--- src/rtl/lsu_pkg.sv ---
// Shared definitions for the load/store unit: funct3 size encodings and FSM states.
package lsu_pkg;

    localparam logic [2:0] F3_B  = 3'b000;
    localparam logic [2:0] F3_H  = 3'b001;
    localparam logic [2:0] F3_W  = 3'b010;
    localparam logic [2:0] F3_BU = 3'b100;
    localparam logic [2:0] F3_HU = 3'b101;

    typedef enum logic [1:0] {
        IDLE,
        REQ,
        WAIT,
        DONE
    } lsu_state_e;

endpackage

--- src/rtl/lsu_mem_unit_if.sv ---
// Bundle of the core-side request/response and data-memory bus signals of the LSU.
interface lsu_mem_unit_if;

    logic        req_valid;
    logic        mem_read;
    logic        mem_write;
    logic [2:0]  funct3;
    logic [31:0] addr;
    logic [31:0] wdata;
    logic        busy;
    logic        done;
    logic [31:0] rdata;
    logic        misaligned;
    logic        bus_error;
    logic        bus_req;
    logic        bus_we;
    logic [3:0]  bus_be;
    logic [31:0] bus_addr;
    logic [31:0] bus_wdata;
    logic        bus_gnt;
    logic        bus_rvalid;
    logic [31:0] bus_rdata;

    modport slave (
        input  req_valid, mem_read, mem_write, funct3, addr, wdata,
        input  bus_gnt, bus_rvalid, bus_rdata,
        output busy, done, rdata, misaligned, bus_error,
        output bus_req, bus_we, bus_be, bus_addr, bus_wdata
    );

    modport master (
        output req_valid, mem_read, mem_write, funct3, addr, wdata,
        output bus_gnt, bus_rvalid, bus_rdata,
        input  busy, done, rdata, misaligned, bus_error,
        input  bus_req, bus_we, bus_be, bus_addr, bus_wdata
    );

endinterface

--- src/rtl/lsu_align.sv ---
// Combinational lane logic: legality check, byte enables, store replication and
// load extraction with sign/zero extension.
module lsu_align
    import lsu_pkg::*;
(
    input  logic        i_mem_read,
    input  logic        i_mem_write,
    input  logic [2:0]  i_funct3,
    input  logic [1:0]  i_offset,
    input  logic [31:0] i_wdata,
    input  logic [31:0] i_rdata,
    output logic        o_legal,
    output logic [3:0]  o_be,
    output logic [31:0] o_wdata,
    output logic [31:0] o_load
);

    logic        w_dir_ok;
    logic [31:0] w_shifted;

    assign w_dir_ok  = i_mem_read ^ i_mem_write;
    assign w_shifted = i_rdata >> {i_offset, 3'b000};

    always_comb begin
        o_legal = 1'b0;
        o_be    = 4'b0000;
        o_wdata = i_wdata;
        o_load  = w_shifted;
        case (i_funct3)
            F3_B: begin
                o_legal = w_dir_ok;
                o_be    = 4'b0001 << i_offset;
                o_wdata = {4{i_wdata[7:0]}};
                o_load  = {{24{w_shifted[7]}}, w_shifted[7:0]};
            end
            F3_BU: begin
                o_legal = w_dir_ok && i_mem_read;
                o_be    = 4'b0001 << i_offset;
                o_wdata = {4{i_wdata[7:0]}};
                o_load  = {24'd0, w_shifted[7:0]};
            end
            F3_H: begin
                o_legal = w_dir_ok && !i_offset[0];
                o_be    = 4'b0011 << {i_offset[1], 1'b0};
                o_wdata = {2{i_wdata[15:0]}};
                o_load  = {{16{w_shifted[15]}}, w_shifted[15:0]};
            end
            F3_HU: begin
                o_legal = w_dir_ok && i_mem_read && !i_offset[0];
                o_be    = 4'b0011 << {i_offset[1], 1'b0};
                o_wdata = {2{i_wdata[15:0]}};
                o_load  = {16'd0, w_shifted[15:0]};
            end
            F3_W: begin
                o_legal = w_dir_ok && (i_offset == 2'b00);
                o_be    = 4'b1111;
                o_wdata = i_wdata;
                o_load  = w_shifted;
            end
            default: begin
                o_legal = 1'b0;
            end
        endcase
    end

endmodule

--- src/rtl/lsu_mem_unit.sv ---
// Load/store unit: turns core MemRead/MemWrite requests into word-aligned bus
// transactions with byte enables, a response timeout and extended load data.
module lsu_mem_unit
    import lsu_pkg::*;
#(
    parameter int TIMEOUT_CYCLES = 255
) (
    input  logic          clk,
    input  logic          rst,
    lsu_mem_unit_if.slave io_lsu
);

    localparam int               CNT_W    = (TIMEOUT_CYCLES < 2) ? 1 : $clog2(TIMEOUT_CYCLES + 1);
    localparam logic [CNT_W-1:0] CNT_LAST = CNT_W'(TIMEOUT_CYCLES - 1);

    lsu_state_e       r_state;
    lsu_state_e       w_next_state;
    logic [CNT_W-1:0] r_cnt;
    logic [31:0]      r_addr;
    logic [2:0]       r_funct3;
    logic             r_is_load;
    logic [3:0]       r_bus_be;
    logic [31:0]      r_bus_wdata;
    logic [31:0]      r_rdata;
    logic             r_misaligned;
    logic             r_bus_error;

    logic             w_idle;
    logic             w_sel_read;
    logic [2:0]       w_sel_funct3;
    logic [1:0]       w_sel_offset;
    logic             w_legal;
    logic [3:0]       w_be;
    logic [31:0]      w_wdata;
    logic [31:0]      w_load;
    logic             w_accept;
    logic             w_timeout;
    logic             w_capture;
    logic             w_set_mis;
    logic             w_set_err;

    assign w_idle = (r_state == IDLE);

    // In IDLE the aligner judges the incoming request; afterwards it serves the latched one.
    assign w_sel_read   = w_idle ? io_lsu.mem_read : r_is_load;
    assign w_sel_funct3 = w_idle ? io_lsu.funct3   : r_funct3;
    assign w_sel_offset = w_idle ? io_lsu.addr[1:0] : r_addr[1:0];

    lsu_align u_align (
        .i_mem_read  (w_sel_read),
        .i_mem_write (w_idle ? io_lsu.mem_write : !r_is_load),
        .i_funct3    (w_sel_funct3),
        .i_offset    (w_sel_offset),
        .i_wdata     (io_lsu.wdata),
        .i_rdata     (io_lsu.bus_rdata),
        .o_legal     (w_legal),
        .o_be        (w_be),
        .o_wdata     (w_wdata),
        .o_load      (w_load)
    );

    assign w_accept  = w_idle && io_lsu.req_valid && w_legal;
    assign w_timeout = (TIMEOUT_CYCLES != 0) && (r_cnt == CNT_LAST);

    assign io_lsu.busy       = !w_idle;
    assign io_lsu.done       = (r_state == DONE);
    assign io_lsu.rdata      = r_rdata;
    assign io_lsu.misaligned = r_misaligned;
    assign io_lsu.bus_error  = r_bus_error;
    assign io_lsu.bus_req    = (r_state == REQ);
    assign io_lsu.bus_we     = (r_state == REQ) && !r_is_load;
    assign io_lsu.bus_be     = r_bus_be;
    assign io_lsu.bus_addr   = {r_addr[31:2], 2'b00};
    assign io_lsu.bus_wdata  = r_bus_wdata;

    // A response in the final allowed cycle still wins over the timeout.
    always_comb begin
        w_next_state = r_state;
        w_capture    = 1'b0;
        w_set_mis    = 1'b0;
        w_set_err    = 1'b0;
        case (r_state)
            IDLE: begin
                if (io_lsu.req_valid) begin
                    if (w_legal) begin
                        w_next_state = REQ;
                    end else begin
                        w_next_state = DONE;
                        w_set_mis    = 1'b1;
                    end
                end
            end
            REQ: begin
                if (io_lsu.bus_gnt && !r_is_load) begin
                    w_next_state = DONE;
                end else if (io_lsu.bus_gnt && io_lsu.bus_rvalid) begin
                    w_next_state = DONE;
                    w_capture    = 1'b1;
                end else if (w_timeout) begin
                    w_next_state = DONE;
                    w_set_err    = 1'b1;
                end else if (io_lsu.bus_gnt) begin
                    w_next_state = WAIT;
                end
            end
            WAIT: begin
                if (io_lsu.bus_rvalid) begin
                    w_next_state = DONE;
                    w_capture    = 1'b1;
                end else if (w_timeout) begin
                    w_next_state = DONE;
                    w_set_err    = 1'b1;
                end
            end
            DONE: begin
                w_next_state = IDLE;
            end
            default: begin
                w_next_state = IDLE;
            end
        endcase
    end

    always_ff @(posedge clk) begin
        if (rst) begin
            r_state      <= IDLE;
            r_cnt        <= '0;
            r_addr       <= '0;
            r_funct3     <= '0;
            r_is_load    <= 1'b0;
            r_bus_be     <= '0;
            r_bus_wdata  <= '0;
            r_rdata      <= '0;
            r_misaligned <= 1'b0;
            r_bus_error  <= 1'b0;
        end else begin
            r_state      <= w_next_state;
            r_misaligned <= w_set_mis;
            r_bus_error  <= w_set_err;
            r_cnt        <= w_idle ? '0 : r_cnt + CNT_W'(1);
            if (w_accept) begin
                r_addr      <= io_lsu.addr;
                r_funct3    <= io_lsu.funct3;
                r_is_load   <= io_lsu.mem_read;
                r_bus_be    <= w_be;
                r_bus_wdata <= w_wdata;
            end
            if (w_capture) begin
                r_rdata <= w_load;
            end
        end
    end

endmodule

--- src/flat_wrapper.sv ---
// flat-port wrapper written by rule: the top's interface ports become plain ports
module lsu_mem_unit_flat import lsu_pkg::*;
#(
    parameter int TIMEOUT_CYCLES = 255
)
  (clk, rst, io_lsu_req_valid, io_lsu_mem_read, io_lsu_mem_write, io_lsu_funct3, io_lsu_addr, io_lsu_wdata, io_lsu_bus_gnt, io_lsu_bus_rvalid, io_lsu_bus_rdata, io_lsu_busy, io_lsu_done, io_lsu_rdata, io_lsu_misaligned, io_lsu_bus_error, io_lsu_bus_req, io_lsu_bus_we, io_lsu_bus_be, io_lsu_bus_addr, io_lsu_bus_wdata);
  lsu_mem_unit_if io_lsu_i ();
  input  logic clk;
  input  logic rst;
  input wire logic [$bits(io_lsu_i.req_valid)-1:0] io_lsu_req_valid;
  input wire logic [$bits(io_lsu_i.mem_read)-1:0] io_lsu_mem_read;
  input wire logic [$bits(io_lsu_i.mem_write)-1:0] io_lsu_mem_write;
  input wire logic [$bits(io_lsu_i.funct3)-1:0] io_lsu_funct3;
  input wire logic [$bits(io_lsu_i.addr)-1:0] io_lsu_addr;
  input wire logic [$bits(io_lsu_i.wdata)-1:0] io_lsu_wdata;
  input wire logic [$bits(io_lsu_i.bus_gnt)-1:0] io_lsu_bus_gnt;
  input wire logic [$bits(io_lsu_i.bus_rvalid)-1:0] io_lsu_bus_rvalid;
  input wire logic [$bits(io_lsu_i.bus_rdata)-1:0] io_lsu_bus_rdata;
  output wire logic [$bits(io_lsu_i.busy)-1:0] io_lsu_busy;
  output wire logic [$bits(io_lsu_i.done)-1:0] io_lsu_done;
  output wire logic [$bits(io_lsu_i.rdata)-1:0] io_lsu_rdata;
  output wire logic [$bits(io_lsu_i.misaligned)-1:0] io_lsu_misaligned;
  output wire logic [$bits(io_lsu_i.bus_error)-1:0] io_lsu_bus_error;
  output wire logic [$bits(io_lsu_i.bus_req)-1:0] io_lsu_bus_req;
  output wire logic [$bits(io_lsu_i.bus_we)-1:0] io_lsu_bus_we;
  output wire logic [$bits(io_lsu_i.bus_be)-1:0] io_lsu_bus_be;
  output wire logic [$bits(io_lsu_i.bus_addr)-1:0] io_lsu_bus_addr;
  output wire logic [$bits(io_lsu_i.bus_wdata)-1:0] io_lsu_bus_wdata;
  assign io_lsu_i.req_valid = io_lsu_req_valid;
  assign io_lsu_i.mem_read = io_lsu_mem_read;
  assign io_lsu_i.mem_write = io_lsu_mem_write;
  assign io_lsu_i.funct3 = io_lsu_funct3;
  assign io_lsu_i.addr = io_lsu_addr;
  assign io_lsu_i.wdata = io_lsu_wdata;
  assign io_lsu_i.bus_gnt = io_lsu_bus_gnt;
  assign io_lsu_i.bus_rvalid = io_lsu_bus_rvalid;
  assign io_lsu_i.bus_rdata = io_lsu_bus_rdata;
  assign io_lsu_busy = io_lsu_i.busy;
  assign io_lsu_done = io_lsu_i.done;
  assign io_lsu_rdata = io_lsu_i.rdata;
  assign io_lsu_misaligned = io_lsu_i.misaligned;
  assign io_lsu_bus_error = io_lsu_i.bus_error;
  assign io_lsu_bus_req = io_lsu_i.bus_req;
  assign io_lsu_bus_we = io_lsu_i.bus_we;
  assign io_lsu_bus_be = io_lsu_i.bus_be;
  assign io_lsu_bus_addr = io_lsu_i.bus_addr;
  assign io_lsu_bus_wdata = io_lsu_i.bus_wdata;
  lsu_mem_unit #(.TIMEOUT_CYCLES(TIMEOUT_CYCLES)) u_core (.clk(clk), .rst(rst), .io_lsu(io_lsu_i));
endmodule
--- config.mk ---
export PLATFORM = sky130hd
export DESIGN_NAME = lsu_mem_unit_flat
export DESIGN_NICKNAME = d
export VERILOG_FILES = /design/src/rtl/lsu_pkg.sv /design/src/rtl/lsu_mem_unit_if.sv /design/src/rtl/lsu_align.sv /design/src/rtl/lsu_mem_unit.sv /design/src/flat_wrapper.sv
export SDC_FILE = /design/constraint.sdc
export NUM_CORES = 1
export LEC_CHECK = 0
export CORE_ASPECT_RATIO = 2
export CORE_MARGIN = 3
export CORE_UTILIZATION = 46
export CTS_BUF_LIST = sky130_fd_sc_hd__clkbuf_2
export DETAILED_ROUTE_END_ITERATION = 16
export PLACE_DENSITY = 0.95
export SKIP_CTS_REPAIR_TIMING = 1
export SLEW_MARGIN = 20
export SYNTH_ARGS = -nofsm -noshare
export SYNTH_HDL_FRONTEND = slang
export SYNTH_SLANG_ARGS = --single-unit
--- constraint.sdc ---
create_clock -name clk -period 3.45 [get_ports clk]
set_input_delay 0.8625 -clock clk [delete_from_list [all_inputs] [get_ports clk]]
set_output_delay 0.8625 -clock clk [all_outputs]
set_load 0.01 [all_outputs]
==> impl_results.md, run 1 <==
- Result of the run: complete, no violations
- Final Hold Viols: 0
- Layout overhead on the synthesized area: 40.5%
- First-pass detailed-route iteration total: 5
- Detailed placement HPWL: 12700 um
- Number of enable flip-flop cells after synthesis: 0
- Post-synthesis sequential area ratio: 42.2%
- Wirelength, routed: 17000 um
- Slowest CP cell: sky130_fd_sc_hd__clkdlybuf4s50_1
- Max Freq: 320 MHz
- Total power density per cell area: 663 nW/um^2
- Root Buffer: sky130_fd_sc_hd__clkbuf_2
- Required arrival time at the worst endpoint: 2590 ps
- Number of antenna violations at the first check in global routing: 1
- Post-route total power: 5.12 mW
- Endpoint arrival time on the critical path: 2270 ps
- Critical path class: reg -> out
- Die Span X: 83.3 um
- Ratio of cells with drive above 1 in the final layout: 7.18%
- Worst ir drop on vdd: 0.000397 V
- Clock network latency to the later pin of the worst-skew pair: 670 ps
- Largest area contributor in the synthesized netlist: sky130_fd_sc_hd__dfxtp_1
- Total of fill cells in the finished design: 901
- First-pass GRT wire length: 26900 um
- Slew headroom: 54.3%
- Most frequently used flop master after synthesis: sky130_fd_sc_hd__dfxtp_1
- Setup repair after global routing missed its margin: false
- Netlist Area Pre-Place: 5500 um^2
- Initial core utilization: 47.9%
- Violation count after the first detailed-route iteration: 201
- Shortest clock period the worst path allows after layout: 3130 ps
- Worst-path clk slew: 190 ps
- Asr flop ratio synth: 0%
- Worst setup SP type: flop
- Path class of the lowest-slack min-delay path: reg -> reg
- Clk_skew: 32.1 ps
- CP Cell Sequence: inv_1 > ha_2 > inv_1 > clkdlybuf4s50_1
- Buffer levels on the longest clock path: 2
- Number of port buffers: 209
- Mean area per synthesized cell: 7.93 um^2
- Slowest Stage Delay on Critical Path: 530 ps
- Core area: 11500 um^2
- Flip-flop and latch count after synthesis: 116
- Global-route total usage across every layer: 25.0%
- Final standard cell count with taps included and fillers excluded: 1020
- Pin slew with the least headroom to its limit: 685 ps
- Post-place instance area: 7540 um^2
- Hold Worst Slack: 466 ps
- Delay-heaviest family, CP: buffers and inverters
- Post-Synthesis Cells: 694
- Number of cells after detailed placement: 988
- Number of global-route vias before repair: 5616
- Final core occ: 67.3%
- Endpoint class of the critical path: primary output
- WL/cell: 16.7 um
- Die ar.: 13400 um^2
- Number of vias in the routed layout: 5545
- CTS tree: yes
- Total count of max-transition violations in the final report: 0
- Remaining DRCs: 0
- Number of buffers added by the clock tree synthesis step: 17
- Maximum number of pins on one net before global-route repair: 66
- Leftover overflow at the end of global routing: 0
- Maximum level of the CTS H-tree: 4
- Final Setup Violations: 0
- Summed negative setup slack over all endpoints: 0 ps
- Fraction of post-synthesis cell area in the top cell type by area: 42.2%
- DIE HEIGHT: 161 um
- Period Utilization, post-route: 90.7%
- PnR worst setup slack: 321 ps
- Final net count: 978
- Sink Count: 116
- Std-Cell Rows: 55
- Final Cell Area: 7730 um^2
- Yosys synthesis warning count: 0
- Routability congestion estimate: 0.899
- Number of ports placed on the die boundary: 212
- Standby leakage power: 2.86 nW
- Max capacitance violation total: 0
- Most numerous cell on the critical path: sky130_fd_sc_hd__inv_1
- Crit-path max FO: 18
- Vias per cell: 5.44
- Minimum setup slack after placement: 121 ps
- Top area cells in the synthesized netlist: sky130_fd_sc_hd__dfxtp_1, sky130_fd_sc_hd__nand2_1, sky130_fd_sc_hd__a21oi_1, sky130_fd_sc_hd__mux2i_1, sky130_fd_sc_hd__nor2_1
- WP buf/inv: 3
- Post-route ant nets: 0
- Number of different library cells in the post-synthesis netlist: 45
final timing paths:
path              cells after the start               from  slack, ps                     endpoint
hold / removal                        2   u_core.r_addr[3]        470             u_core.r_addr[3]
setup reg to reg                      8  u_core.r_state[0]        490  u_core.io_lsu.bus_wdata[23]
hold reg to reg                       2   u_core.r_addr[3]        470             u_core.r_addr[3]
setup / recovery                      4  u_core.r_state[0]        320                  io_lsu_busy
worst min-delay path: stages (launching register included):
cell	delay, ps
sky130_fd_sc_hd__dfxtp_1	340
sky130_fd_sc_hd__nand2_1	50
sky130_fd_sc_hd__a21oi_1	50
logic make-up after synthesis:
family,Yosys count,synth area share (%)
xor gates and xnor gates,6,0.955
DFF,116,42.2
other,1,0.0682
buffers and inverters,88,8.53
and+or+nand+nor,282,20.8
AOI/OAI and AO/OA,153,18.3
muxes,41,7.62
adders and majority gates,7,1.59
final cells by class:
type	instances	area [um^2]	area share, %
multi-input cells	491	2730	35.4
flip-flops and latches	116	2320	30.0
repair buffers	231	2280	29.5
well taps	142	178	2.30
clock inverters	13	93.8	1.21
clock buffers	18	90.1	1.17
inverters	8	30.0	0.389
diodes	1	2.50	0.0324
sequential cells by signal, summed over array words and instances (netlist names):
signal                    cells
u_core.io_lsu.bus_wdata      32
u_core.io_lsu.rdata          32
u_core.r_addr                32
u_core.r_cnt                  8
u_core.io_lsu.bus_be          4
u_core.r_funct3               3
u_core.r_state                2
u_core.io_lsu.bus_error       1
u_core.io_lsu.misaligned      1
u_core.r_is_load              1
power by group:
part | internal (mW) | leakage (nW) | switching [mW]
combinational | 1.19 | 1.80 | 1.42
sequential | 1.60 | 0.940 | 0.158
clock | 0.242 | 0.118 | 0.511
total | 3.04 | 2.86 | 2.08
cell usage in the layout (no fill, tap or decap), drive strengths merged, types with 2 or more instances in the layout:
master / Yosys / routed
clkdlybuf4s50: 0 / 208
o211ai: 8 / 8
clkbuf: 37 / 18
mux2: 4 / 4
nor3b: 3 / 3
a21o: 2 / 2
o21ai: 6 / 6
a21oi: 74 / 74
inv: 8 / 8
xor2: 5 / 5
mux2i: 37 / 37
a2111oi: 3 / 3
ha: 7 / 7
a211o: 2 / 2
a211oi: 32 / 32
nand2: 167 / 167
nor2: 73 / 73
nand4: 2 / 2
clkinvlp: 0 / 3
a311oi: 13 / 13
nand3: 19 / 19
buf: 43 / 23
clkinv: 0 / 9
o2bb2ai: 8 / 8
conb: 1 / 2
nor3: 8 / 8
dfxtp: 116 / 116
and3: 2 / 2
cell usage after synthesis (2+ instances only):
cell type and n:
sky130_fd_sc_hd__a2111oi_0 2, sky130_fd_sc_hd__a211o_1 2, sky130_fd_sc_hd__a211oi_1 32, sky130_fd_sc_hd__a21o_1 2
sky130_fd_sc_hd__a21oi_1 74, sky130_fd_sc_hd__a311oi_1 13, sky130_fd_sc_hd__and3_1 2, sky130_fd_sc_hd__buf_1 2
sky130_fd_sc_hd__buf_2 6, sky130_fd_sc_hd__buf_4 35, sky130_fd_sc_hd__clkbuf_1 37, sky130_fd_sc_hd__dfxtp_1 116
sky130_fd_sc_hd__ha_1 7, sky130_fd_sc_hd__inv_1 8, sky130_fd_sc_hd__mux2_2 3, sky130_fd_sc_hd__mux2i_1 36
sky130_fd_sc_hd__nand2_1 167, sky130_fd_sc_hd__nand3_1 19, sky130_fd_sc_hd__nand4_1 2, sky130_fd_sc_hd__nor2_1 73
sky130_fd_sc_hd__nor3_1 8, sky130_fd_sc_hd__nor3b_1 3, sky130_fd_sc_hd__o211ai_1 8, sky130_fd_sc_hd__o21ai_0 5
sky130_fd_sc_hd__o2bb2ai_1 8, sky130_fd_sc_hd__xor2_1 5
per-layer routing:
| layer | wire (um) | global-route usage (%) |
|---|---|---|
| met2 | 9540 | 48.8 |
| met5 | 0 | 0 |
| met3 | 831 | 5.18 |
| met1 | 5850 | 23.0 |
| met4 | 809 | 14.7 |
(Power assumes the default switching activity.)
==> inputs of run 2 (changes only) <==
--- a/config.mk
+++ b/config.mk
@@ -6,7 +6,7 @@
 export NUM_CORES = 1
 export LEC_CHECK = 0
 export CORE_ASPECT_RATIO = 2
-export CORE_MARGIN = 3
+export CORE_MARGIN = 2
 export CORE_UTILIZATION = 46
 export CTS_BUF_LIST = sky130_fd_sc_hd__clkbuf_2
 export DETAILED_ROUTE_END_ITERATION = 16
==> run 2 against run 1 <==
Net effect:
- critical path depth is the same
- cell count did not move
- global-route usage up 1.6 points
- largest cell class unchanged
- flip-flop and latch count is the same
==> impl_results.md, run 2 (synthesis results as in run 1) <==
- Violation count after the first detailed-route iteration: 304
- Vias per cell: 5.41
- Max capacitance violation total: 0
- Number of antenna violations at the first check in global routing: 1
- Final Setup Violations: 0
- Required arrival time at the worst endpoint: 2590 ps
- Number of buffers added by the clock tree synthesis step: 17
- Number of global-route vias before repair: 5404
- Wirelength, routed: 17100 um
- Result of the run: complete, no violations
- Std-Cell Rows: 56
- Buffer levels on the longest clock path: 2
- First-pass GRT wire length: 26000 um
- WL/cell: 16.8 um
- Clk_skew: 30.6 ps
- Met1 wire length: 5850 um
- Final Cell Area: 7740 um^2
- Slew headroom: 41.0%
- Length of routed met2 wiring: 9490 um
- Initial core utilization: 47.0%
- Routability congestion estimate: 0.889
- Final net count: 974
- Worst-path clk slew: 170 ps
- Final Hold Viols: 0
- Maximum level of the CTS H-tree: 4
- Endpoint arrival time on the critical path: 2400 ps
- Remaining DRCs: 0
- Post-place instance area: 7510 um^2
- Max Freq: 307 MHz
- Ratio of cells with drive above 1 in the final layout: 6.86%
- Summed negative setup slack over all endpoints: 0 ps
- Total power density per cell area: 676 nW/um^2
- Number of vias in the routed layout: 5516
- Global-route total usage across every layer: 26.6%
- Maximum number of pins on one net before global-route repair: 89
- Leftover overflow at the end of global routing: 0
- Most frequent cells in the layout: sky130_fd_sc_hd__clkdlybuf4s50_1, sky130_fd_sc_hd__nand2_1, sky130_fd_sc_hd__dfxtp_1
- Post-route total power: 5.23 mW
- First-pass detailed-route iteration total: 5
- Shortest clock period the worst path allows after layout: 3260 ps
- DIE HEIGHT: 159 um
- Total count of max-transition violations in the final report: 0
- Worst setup SP type: flop
- Number of port buffers: 209
- Setup repair after global routing missed its margin: false
- Die ar.: 12900 um^2
- Core area: 11700 um^2
- Crit-path max FO: 17
- Sink Count: 116
- Standby leakage power: 2.85 nW
- Path class of the lowest-slack min-delay path: reg -> reg
- Detailed placement HPWL: 12500 um
- Root Buffer: sky130_fd_sc_hd__clkbuf_2
- Final core occ: 66.2%
- Endpoint class of the critical path: primary output
- Pin slew with the least headroom to its limit: 881 ps
- Layout overhead on the synthesized area: 40.7%
- Highest layer used for signal routing: met4
- Period Utilization, post-route: 94.4%
- CTS tree: yes
- Leading cell type in the layout, fill and taps excluded: sky130_fd_sc_hd__clkdlybuf4s50_1
- Critical path class: reg -> out
- Number of ports placed on the die boundary: 212
- Post-route ant nets: 0
- Clock network latency to the later pin of the worst-skew pair: 670 ps
- Met3 routed wirelength: 1120 um
- Worst ir drop on vdd: 0.000416 V
- Die Span X: 81.3 um
[run 2: cell count changes in the layout (fill, tap and decap cells not counted)]
cell                         previous run  this run
sky130_fd_sc_hd__buf_4                 21        17
sky130_fd_sc_hd__clkinv_2               6         2
sky130_fd_sc_hd__clkinvlp_4             3         7
sky130_fd_sc_hd__clkinv_1               3         1
sky130_fd_sc_hd__bufinv_16              1         2
sky130_fd_sc_hd__clkbuf_2              18        19
sky130_fd_sc_hd__ha_1                   6         7
sky130_fd_sc_hd__ha_2                   1         0
sky130_fd_sc_hd__inv_6                  0         1
sky130_fd_sc_hd__mux2i_1               33        34
sky130_fd_sc_hd__mux2i_2                4         3
[run 2: worst max-delay path, cell delays in order (launching register included)]
cell                              delay, ps
sky130_fd_sc_hd__dfxtp_1                370
sky130_fd_sc_hd__inv_1                  130
sky130_fd_sc_hd__ha_1                   540
sky130_fd_sc_hd__inv_1                  190
sky130_fd_sc_hd__clkdlybuf4s50_1        520
[run 2: per-layer routing]
layer  up-vias  GRT usage [%]
li1       2686              -
met1      2545           24.9
met2       241           49.9
met3        44           7.09
met4         0           14.6
met5         -              0
[run 2: per-stage QoR]
stage               cells  hold WS [ps]  setup WS, ps
finish               1020           466           192
global route         1020           484          10.4
CTS                  1019           468           168
detailed placement    987           447           112
global placement      987           440           205
floorplan             695           437           454
[run 2: final timing paths]
| check | start | to | slack, ps | cells after the start |
|---|---|---|---|---|
| hold reg to reg | u_core.r_addr[22] | u_core.r_addr[22] | 470 | 2 |
| hold / removal | u_core.r_addr[22] | u_core.r_addr[22] | 470 | 2 |
| setup / recovery | u_core.r_state[0] | io_lsu_busy | 190 | 4 |
| setup reg to reg | u_core.r_state[0] | u_core.io_lsu.bus_wdata[10] | 330 | 10 |
[run 2: layout make-up]
| class | count | area (um^2) |
|---|---|---|
| Inverter | 8 | 30.0 |
| Tap cell | 145 | 181 |
| Clock buffer | 19 | 95.1 |
| Clock inverter | 13 | 135 |
| Fill cell | 912 | 3960 |
| Antenna cell | 1 | 2.50 |
| Sequential cell | 116 | 2320 |
| Timing Repair Buffer | 227 | 2250 |
| Multi-Input combinational cell | 491 | 2730 |
[run 2: where the power goes]
group,switching [mW],internal [mW]
logic,1.42,1.17
clock network,0.544,0.331
registers,0.163,1.60
